## src/rtl/mod_pkg.sv

```systemverilog
// Shared definitions for the repeated-subtraction modulus unit (control unit + datapath).
// Control codes are the {we, s} pair the control unit drives into the datapath.
package mod_pkg;

  localparam int MOD_WIDTH = 8;

  typedef enum logic [1:0] {
    ADD   = 2'b00,
    COMP  = 2'b01,
    SMALL = 2'b10,
    LARGE = 2'b11
  } cu_state_t;

  typedef logic [1:0] ctl_t;

  localparam ctl_t CTL_LOAD = 2'b10;
  localparam ctl_t CTL_STEP = 2'b11;
  localparam ctl_t CTL_IDLE = 2'b00;

endpackage

```

## src/rtl/mod_sub_cmp.sv

```systemverilog
// Combinational subtract/compare of remainder against divisor; zero latency, no flow control.
module mod_sub_cmp #(
  parameter int WIDTH = 8
) (
  input  logic [WIDTH-1:0] r,
  input  logic [WIDTH-1:0] b,
  output logic [WIDTH-1:0] diff,
  output logic             lt
);

  assign diff = r - b;
  assign lt   = (r < b);

endmodule

```

## src/rtl/mod_dp.sv

```systemverilog
// Datapath for R = A mod B by repeated subtraction, one action per clock as decoded from {we, s}.
// x is purely registered-state based, so there is no combinational path from any input to it.
module mod_dp
  import mod_pkg::*;
#(
  parameter int WIDTH = MOD_WIDTH,
  parameter int CNT_W = 8
) (
  input  logic             CLK,
  input  logic             reset,
  input  logic [WIDTH-1:0] a,
  input  logic [WIDTH-1:0] b,
  input  logic             we,
  input  logic             s,
  input  logic             result,
  output logic             x,
  output logic [WIDTH-1:0] r,
  output logic             r_valid,
  output logic [CNT_W-1:0] iter_cnt,
  output logic             div_zero
);

  logic [WIDTH-1:0] r_q;
  logic [WIDTH-1:0] b_q;
  logic [WIDTH-1:0] diff;
  logic             lt;
  ctl_t             ctl;

  mod_sub_cmp #(.WIDTH(WIDTH)) u_sub_cmp (
    .r    (r_q),
    .b    (b_q),
    .diff (diff),
    .lt   (lt)
  );

  // A zero divisor reports "done" so the control unit terminates with r = A.
  assign x   = lt | (b_q == '0);
  assign r   = r_q;
  assign ctl = {we, s};

  always_ff @(posedge CLK) begin
    if (reset) begin
      r_q      <= '0;
      b_q      <= '0;
      iter_cnt <= '0;
      r_valid  <= 1'b0;
      div_zero <= 1'b0;
    end else begin
      r_valid <= result & ~we;
      if (ctl == CTL_LOAD) begin
        r_q      <= a;
        b_q      <= b;
        iter_cnt <= '0;
        div_zero <= (b == '0);
      end else if (ctl == CTL_STEP && !x) begin
        r_q <= diff;
        if (iter_cnt != '1) begin
          iter_cnt <= iter_cnt + 1'b1;
        end
      end
    end
  end

endmodule

```

## config.mk

```make
export PLATFORM = sky130hd
export DESIGN_NAME = mod_dp
export DESIGN_NICKNAME = d
export VERILOG_FILES = /design/src/rtl/mod_pkg.sv /design/src/rtl/mod_sub_cmp.sv /design/src/rtl/mod_dp.sv
export SDC_FILE = /design/constraint.sdc
export NUM_CORES = 1
export LEC_CHECK = 0
export BUFFER_PORTS_ARGS = -buffer_cell sky130_fd_sc_hd__buf_2
export CORE_MARGIN = 2
export CORE_UTILIZATION = 50
export DETAILED_ROUTE_END_ITERATION = 8
export PLACE_DENSITY = 0.75
export SKIP_CTS_REPAIR_TIMING = 1
export SLEW_MARGIN = 20
export SYNTH_ARGS = -nofsm -noshare
export SYNTH_HDL_FRONTEND = slang
export SYNTH_SLANG_ARGS = --single-unit
export TNS_END_PERCENT = 10
```

## constraint.sdc

```tcl
create_clock -name CLK -period 2.5 [get_ports CLK]
set_input_delay 0.375 -clock CLK [delete_from_list [all_inputs] [get_ports CLK]]
set_output_delay 0.375 -clock CLK [all_outputs]
set_load 0.005 [all_outputs]
```

-- Word-level counts from Yosys, hierarchy flattened
Index checks and enable logic that the tools add are counted.
- word-level logic and storage cells: 23
- register bits after elaboration: 26
- input bits: 21
- order comparisons: 1
- bitwise logic cells: 3
- eq/ne operators: 3
- reduce and logical (&&, ||, !) cells: 7
- add/sub/neg operators: 2
- mux-type cells: 2
- operators by type and width (kind ; number):
    8-bit logical NOT ; 2
    8-bit 2-to-1 mux ; 2
    8-bit by 1-bit adder with 8-bit output, second input constant ; 1
    8-bit < comparator ; 1
    8-bit inequality test, second input constant ; 1
    8-bit subtractor ; 1
    2-bit == test, second input constant ; 2
    2-bit AND reduction ; 1
    2-bit nonzero test ; 1
    2-bit OR reduction ; 1
    1-bit AND ; 1
    1-bit logical AND ; 1
    1-bit logical NOT ; 1
    1-bit inverter ; 1
    1-bit bitwise OR ; 1

-- Longest topological paths before layout
Gate-level depths: netlist of the first run.
- depth after elaboration: 6
- depth in mapped cells: 10
- mapped depth without buffers: 10

-- By module
Synthesis of the first run repeated with hierarchy kept, for this count alone.
- cells, all modules: 202
- area total of the unflattened synthesis: 1595.3 um2
- modules (own cells, without submodules) (module ; cells an instance ; instances ; area an instance (um2) ; seq. area each (um2)):
    mod_dp ; 157 ; 1 ; 1258.7 ; 520.5
    mod_sub_cmp ; 45 ; 1 ; 336.6 ; 0.0

-- Least setup slack after synthesis of the first run
OpenSTA, ideal clock, no wires.
- path type: register -> register
- from: register r_q[0] (netlist: r[0])
- to: register r_q[7] (netlist: r[7])
- arrival: 2032 ps
- clock period less this slack: 2149 ps
- cell stages (with the launch flop): 11
- buffers on the path: 0
- slack: 351 ps
- setup time: 117 ps
- data required time: 2383 ps
- path through: dfxtp_1 -> inv_1 -> ha_1 -> inv_1 -> fa_1 -> a211oi_2 -> o21a_1 -> nor3_4 -> inv_2 -> or4_1 -> and4b_1
- longest elaborated chain between the ends: 5
- elaborated cells between the ends (all ways): 8
- those cells by class: 1 x add/sub; 1 x order compare; 2 x mux; 1 x bitwise; 3 x reduce/logical
- RTL lines (what ; RTL line ; RTL):
    start: declaration ; mod_dp.sv:23 ; logic [WIDTH-1:0] r_q;
    start signal: assignment ; mod_dp.sv:56 ; r_q <= diff;
    8-bit < comparator ; mod_sub_cmp.sv:12 ; assign lt = (r < b);
    1-bit bitwise OR ; mod_dp.sv:37 ; assign x = lt | (b_q == '0);
    via x ; mod_dp.sv:16 ; output logic x,
    1-bit logical NOT ; mod_dp.sv:55 ; end else if (ctl == CTL_STEP && !x) begin
    1-bit logical AND ; mod_dp.sv:55 ;
    2-bit nonzero test (no source line) ; n/a ;
The timed path passes the listed nets, and every way through them passes these cells. The select of a mux whose other input is x is not followed.
A chain may end at the register's enable or synchronous reset.

-- Worst setup path in the final report of the first run
- from: register r_q[0] (netlist: r[0])
- to: output port x
- longest elaborated chain between the ends: 2
- RTL lines (what ; RTL line):
    8-bit < comparator ; mod_sub_cmp.sv:12
    1-bit bitwise OR ; mod_dp.sv:37
    end: declaration ; mod_dp.sv:16
No other way between the ends.

==> impl_metrics.csv, run 1 <==
group,metric,value,unit
finish,nNetsFinal,282,
sta,setup_viol,0,
hold_path,min_path_type,"in2reg",
critical_path,cp_max_fo,3,
floorplanning,coreArea,3053,um2
finish,diodes,0,
critical_path,start_kind,"register",
synth,synth_seq_cells,26,
synth,ys_seq_area_share,32.55,%
synth,netlist_area,1599,um2
placed_design,dp_hpwl,2.950,mm
sta,skew,1.309,ps
route,first_pass_iters,4,
global_routing,track_usage,22.56,%
critical_path,required,2120,ps
power,power.density,546.4,nW/um2
synth,synthArstFlopShare,0,%
global_routing,grt_antenna_before_repair,0,
sta,drv_slew,0,
synth,synth.distinct_cells,46,
synth,synthTopCellsByArea,"dfxtp_1 (33%), nand2_1 (7.5%), a21oi_1 (7.2%)",
sta,fin_crit,2426,ps
cts,clkTransAtPathRegs,140,ps
route,wl_per_cell,12.90,um
sta,fmax,412.2,MHz
route,drt-vias-per-instance,5.537,
synth,synth_mux_area_share,0,%
synth,synth_area_leader_cell,"dfxtp_1",
global_routing,grt_pass1_vias,1410,
route,vias,1628,
global_routing,grt-ovfl-total,0,
synth,synth-main-ff-cell,"dfxtp_1",
global_routing,grt_first_pass_wirelength,6.230,mm
sta,rsz0062_at_grt,"no",
synth,synth_compound_area_share,24.02,%
placed_design,io_buffers,39,
route,drt_iter0_drc,101,
cts,cts_sinks,26,
cts,cts_buffer_depth,2,
critical_path,worstPathArrival,2050,ps
power,p_leak,0.7872,nW
floorplanning,die_w,60.55,um
route,met2WireLength,1.713,mm
cts,htree_levels,1,
sta,slew_headroom,61.03,%
floorplanning,rows,20,
route,highest_layer,"met4",
synth,syn-num-nets,238,
synth,synth_top_family_by_area,"simple AND/OR/NAND/NOR gates",
synth,synth_fa_ha_area_share,8.294,%
cts,root_buffer,"clkbuf_4",
finish,final_common_cell,"buf_2",
sta,tightest_slew,579.6,ps
sta,min_period_over_period,97.03,%
route,met1_length,1.795,mm
cts,cts_buffers,3,
synth,synth-edff-count,0,
cts,clk_latency,340,ps
floorplanning,io_pins,40,
placed_design,place.gp.congestion,0.8575,
route,ant_nets,0,
route,drc_errors,0,
power,ir_drop,0.0002873,V
job,cap_violations,0,
floorplanning,dieHeight,60.55,um
run_status,status,"finished clean",
floorplanning,die_area,3666,um2
synth,synth-simple-area-share,29.11,%
finish,area_delta_synth_final,22.77,%
global_routing,grt_max_degree,22,
synth,avgSynthCellArea,7.725,um2
critical_path,critPathCaptureType,"primary output",
sta,hold_viol,0,
synth,yosys_warnings,0,
cts,cts_tree,"done",
sta,whs,254.0,ps
route,met3WireLength,199,um
synth,syn_inst,207,
route,drt_wl_total,3.794,mm
floorplanning,initial_core_util,52.38,%
critical_path,worstSetupPathType,"reg2out",
synth,synth_xor_area_share,0.5477,%
synth,synth_top_cell_area_share,32.55,%
finish,drive_gt1_share,26.80,%
finish,fin_util,64.30,%
finish,most-common-layout-cells,"buf_2 (38), nand2_1 (32), a21oi_1 (23), dfxtp_1 (22), inv_1 (11)",
-- worst max-delay path: stages (launching register included) --
cell	delay (ps)
dfxtp_2	350
inv_2	40
ha_2	160
inv_2	40
fa_2	400
a211oi_4	280
o21a_2	200
nor3_4	60
inv_2	70
buf_6	90
-- cells by family (layout without fill, tap and decap cells) --
group,count (synthesis),in the layout
AND/OR/NAND/NOR,88,88
AO/OA/AOI/OAI,60,60
flip-flops,26,26
buffers and inverters,22,65
adder cells (fa/ha/maj),10,10
XOR/XNOR,1,1
-- final cells by class --
cell class	instances	area, um2
fillers	304	1090
multi-input cells	159	1020
flip-flops and latches	26	525.5
repair buffers	47	274.0
well taps	44	55.05
inverters	14	52.55
clock buffers	4	36.28
-- flip-flops by register name, indices dropped and copies added, names as in the netlist --
signal	flops
b_q	8
div_zero	1
iter_cnt	8
r	8
r_valid	1
-- Yosys cell counts (4+ instances only) --
cell type and instances:
a21oi_1 23, nand2_1 32, o21ai_1 4, inv_1 13, nand3_1 8, ha_1 9
o31ai_1 5, o21ai_0 6, dfxtp_1 26, nor2_1 9, clkbuf_1 6, or3_1 5
o211ai_1 4, nor4_1 5, nor3_1 6, or4_1 4
-- report_power, final --
group          total (W)  switching [W]  leakage [nW]  internal, W
Sequential      0.000456      0.0000197         0.214     0.000436
Combinational   0.000395       0.000213         0.553     0.000182
Clock           0.000222       0.000132        0.0210    0.0000896
-- per-stage QoR --
step | instance area, um2 | cells | power [W] | TNS [ps] | worst slack (ps)
finish | 1963 | 294 | 0.001073 | 0 | 74.13
global placement | 1872 | 288 | 0.0008144 | 0 | 299.1
CTS | 1908 | 292 | 0.001037 | -52.78 | -52.78
global route | 1963 | 294 | 0.001140 | 0 | 5.801
floorplan | 1599 | 207 | 0.0007153 | 0 | 350.9
detailed placement | 1872 | 288 | 0.0008184 | 0 | 235.3
-- worst paths after layout --
path | slack (ps) | depth (start not counted) | startpoint | end
worst min register to register | 470 | 2 | div_zero$_SDFFE_PP0P_ | div_zero$_SDFFE_PP0P_
worst max register to register | 130 | 11 | r[0]$_SDFFE_PP0P_ | r[7]$_SDFFE_PP0P_
worst max-delay path | 70 | 9 | r[0]$_SDFFE_PP0P_ | x
worst min-delay path | 250 | 3 | b[3] | b_q[3]$_SDFFE_PP0P_
-- per-layer routing --
metal  vias up  GRT usage (%)
met2        46          36.34
met3         8          3.412
met1       730          30.69
met5         -              0
met4         0          8.385
li1        844              -
(Power assumes the default switching activity.)
==> run 2, diff against run 1 <==
--- a/config.mk
+++ b/config.mk
@@ -5,11 +5,13 @@
 export SDC_FILE = /design/constraint.sdc
 export NUM_CORES = 1
 export LEC_CHECK = 0
+export ABC_CLOCK_PERIOD_IN_PS = 2500
 export BUFFER_PORTS_ARGS = -buffer_cell sky130_fd_sc_hd__buf_2
 export CORE_MARGIN = 2
 export CORE_UTILIZATION = 50
 export DETAILED_ROUTE_END_ITERATION = 8
 export PLACE_DENSITY = 0.75
+export RECOVER_POWER = 50
 export SKIP_CTS_REPAIR_TIMING = 1
 export SLEW_MARGIN = 20
 export SYNTH_ARGS = -nofsm -noshare
==> run 2 against run 1 <==
Net effect: die area unchanged; hold slack better by 1.0 ps; total power down 0.15%; critical path depth unchanged; utilization down 0.57 points; largest cell class unchanged; final cell count unchanged; maximum frequency up 0.14%; clock skew up 0.91 ps; routed wire length up 2.1%; sequential power about the same; combinational power about the same; via count down 0.18%.
==> impl_metrics.csv, run 2 (synthesized netlist as in run 1, its figures left out) <==
group,metric,value,unit
floorplanning,dieHeight,60.55,um
sta,setup_viol,0,
job,cap_violations,0,
critical_path,worstSetupPathType,"reg2out",
critical_path,required,2120,ps
route,drc_errors,0,
placed_design,place.gp.congestion,0.8575,
sta,skew,2.222,ps
power,power,0.001071,W
hold_path,min_path_type,"in2reg",
route,vias,1625,
cts,cts_sinks,26,
route,drt_wl_total,3.873,mm
finish,most-common-layout-cells,"nand2_1 (32), buf_2 (27), a21oi_1 (23), dfxtp_1 (22), clkbuf_1 (12)",
sta,finalWorstSetupSlack,77.51,ps
cts,cts_buffers,3,
critical_path,startpoint,"r[0]$_SDFFE_PP0P_",
floorplanning,die_w,60.55,um
route,first_pass_iters,4,
placed_design,io_buffers,39,
finish,nNetsFinal,282,
cts,clk_latency,340,ps
sta,hold_viol,0,
global_routing,track_usage,22.56,%
cts,cts_buffer_depth,2,
sta,tightest_slew,903.7,ps
cts,root_buffer,"clkbuf_4",
finish,fin_util,63.73,%
hold_path,worstHoldStart,"b[3]",
finish,area_delta_synth_final,21.67,%
finish,diodes,0,
power,power.density,550.4,nW/um2
sta,slew_headroom,39.76,%
sta,drv_slew,0,
placed_design,place_area,1872,um2
global_routing,grt_antenna_before_repair,0,
route,drt-vias-per-instance,5.527,
placed_design,dp_hpwl,2.950,mm
hold_path,worstHoldPathCells,3,
sta,min_period_over_period,96.90,%
sta,fin_crit,2422,ps
critical_path,r2r_slack,130,ps
critical_path,r2r_end,"r[7]$_SDFFE_PP0P_",
power,ir_drop,0.0002870,V
cts,cts_tree,"done",
finish,final_common_cell,"nand2_1",
global_routing,grt_first_pass_wirelength,6.230,mm
finish,fin_area,1946,um2
sta,tns,0,ps
critical_path,r2r_cells,11,
sta,fmax,412.8,MHz
global_routing,grt_pass1_vias,1410,
route,ant_nets,0,
critical_path,endpoint,"x",
power,p_leak,0.7398,nW
placed_design,post-place-ws,235.3,ps
critical_path,critPathCaptureType,"primary output",
global_routing,grt_max_degree,22,
floorplanning,coreArea,3053,um2
floorplanning,initial_core_util,52.38,%
run_status,status,"finished clean",
floorplanning,rows,20,
route,wl_per_cell,13.17,um
critical_path,cp_max_fo,3,
critical_path,worstPathArrival,2050,ps
cts,htree_levels,1,
critical_path,start_kind,"register",
floorplanning,io_pins,40,
floorplanning,die_area,3666,um2
critical_path,r2r_start,"r[0]$_SDFFE_PP0P_",
global_routing,grt-ovfl-total,0,
cts,clkTransAtPathRegs,140,ps
finish,drive_gt1_share,22.00,%
sta,rsz0062_at_grt,"no",
route,drt_iter0_drc,91,
## run 2: worst min-delay path by stage
stage	to
CTS	b_q[6]$_SDFFE_PP0P_
global placement	div_zero$_SDFFE_PP0P_
finish	b_q[3]$_SDFFE_PP0P_
floorplan	b_q[2]$_SDFFE_PP0P_
global route	b_q[4]$_SDFFE_PP0P_
detailed placement	div_zero$_SDFFE_PP0P_
## run 2: through the flow
stage	std cells	hold slack, ps
after floorplan	207	449.0
after global placement	288	446.1
after detailed placement	288	453.0
after CTS	292	262.2
after global routing	294	260.2
final	294	255.0
## run 2: worst max-delay path, stage by stage (launching register included)
cell and delay, ps:
dfxtp_2 350, inv_2 40, ha_2 160, inv_2 40, fa_2 400, a211oi_4 280, o21a_2 200, nor3_4 50
inv_2 80, buf_6 90
## run 2: metal layers
metal / global-route usage [%] / up-vias / wire length [um]
li1: - / 843 / -
met1: 30.69 / 735 / 1855
met2: 36.34 / 39 / 1723
met3: 3.412 / 8 / 206
met4: 8.385 / 0 / 88
met5: 0 / - / 0
## run 2: power by group
part / internal (W) / switching (W)
sequential: 0.000436 / 0.0000203
clock: 0.0000896 / 0.000133
combinational: 0.000179 / 0.000213
total: 0.000705 / 0.000366
## run 2: final cells by class
type	instances	area, um2
flip-flops and latches	26	525.5
inverters	14	52.55
clock buffers	4	36.28
well taps	44	55.05
repair buffers	47	256.5
fillers	313	1107
multi-input cells	159	1020
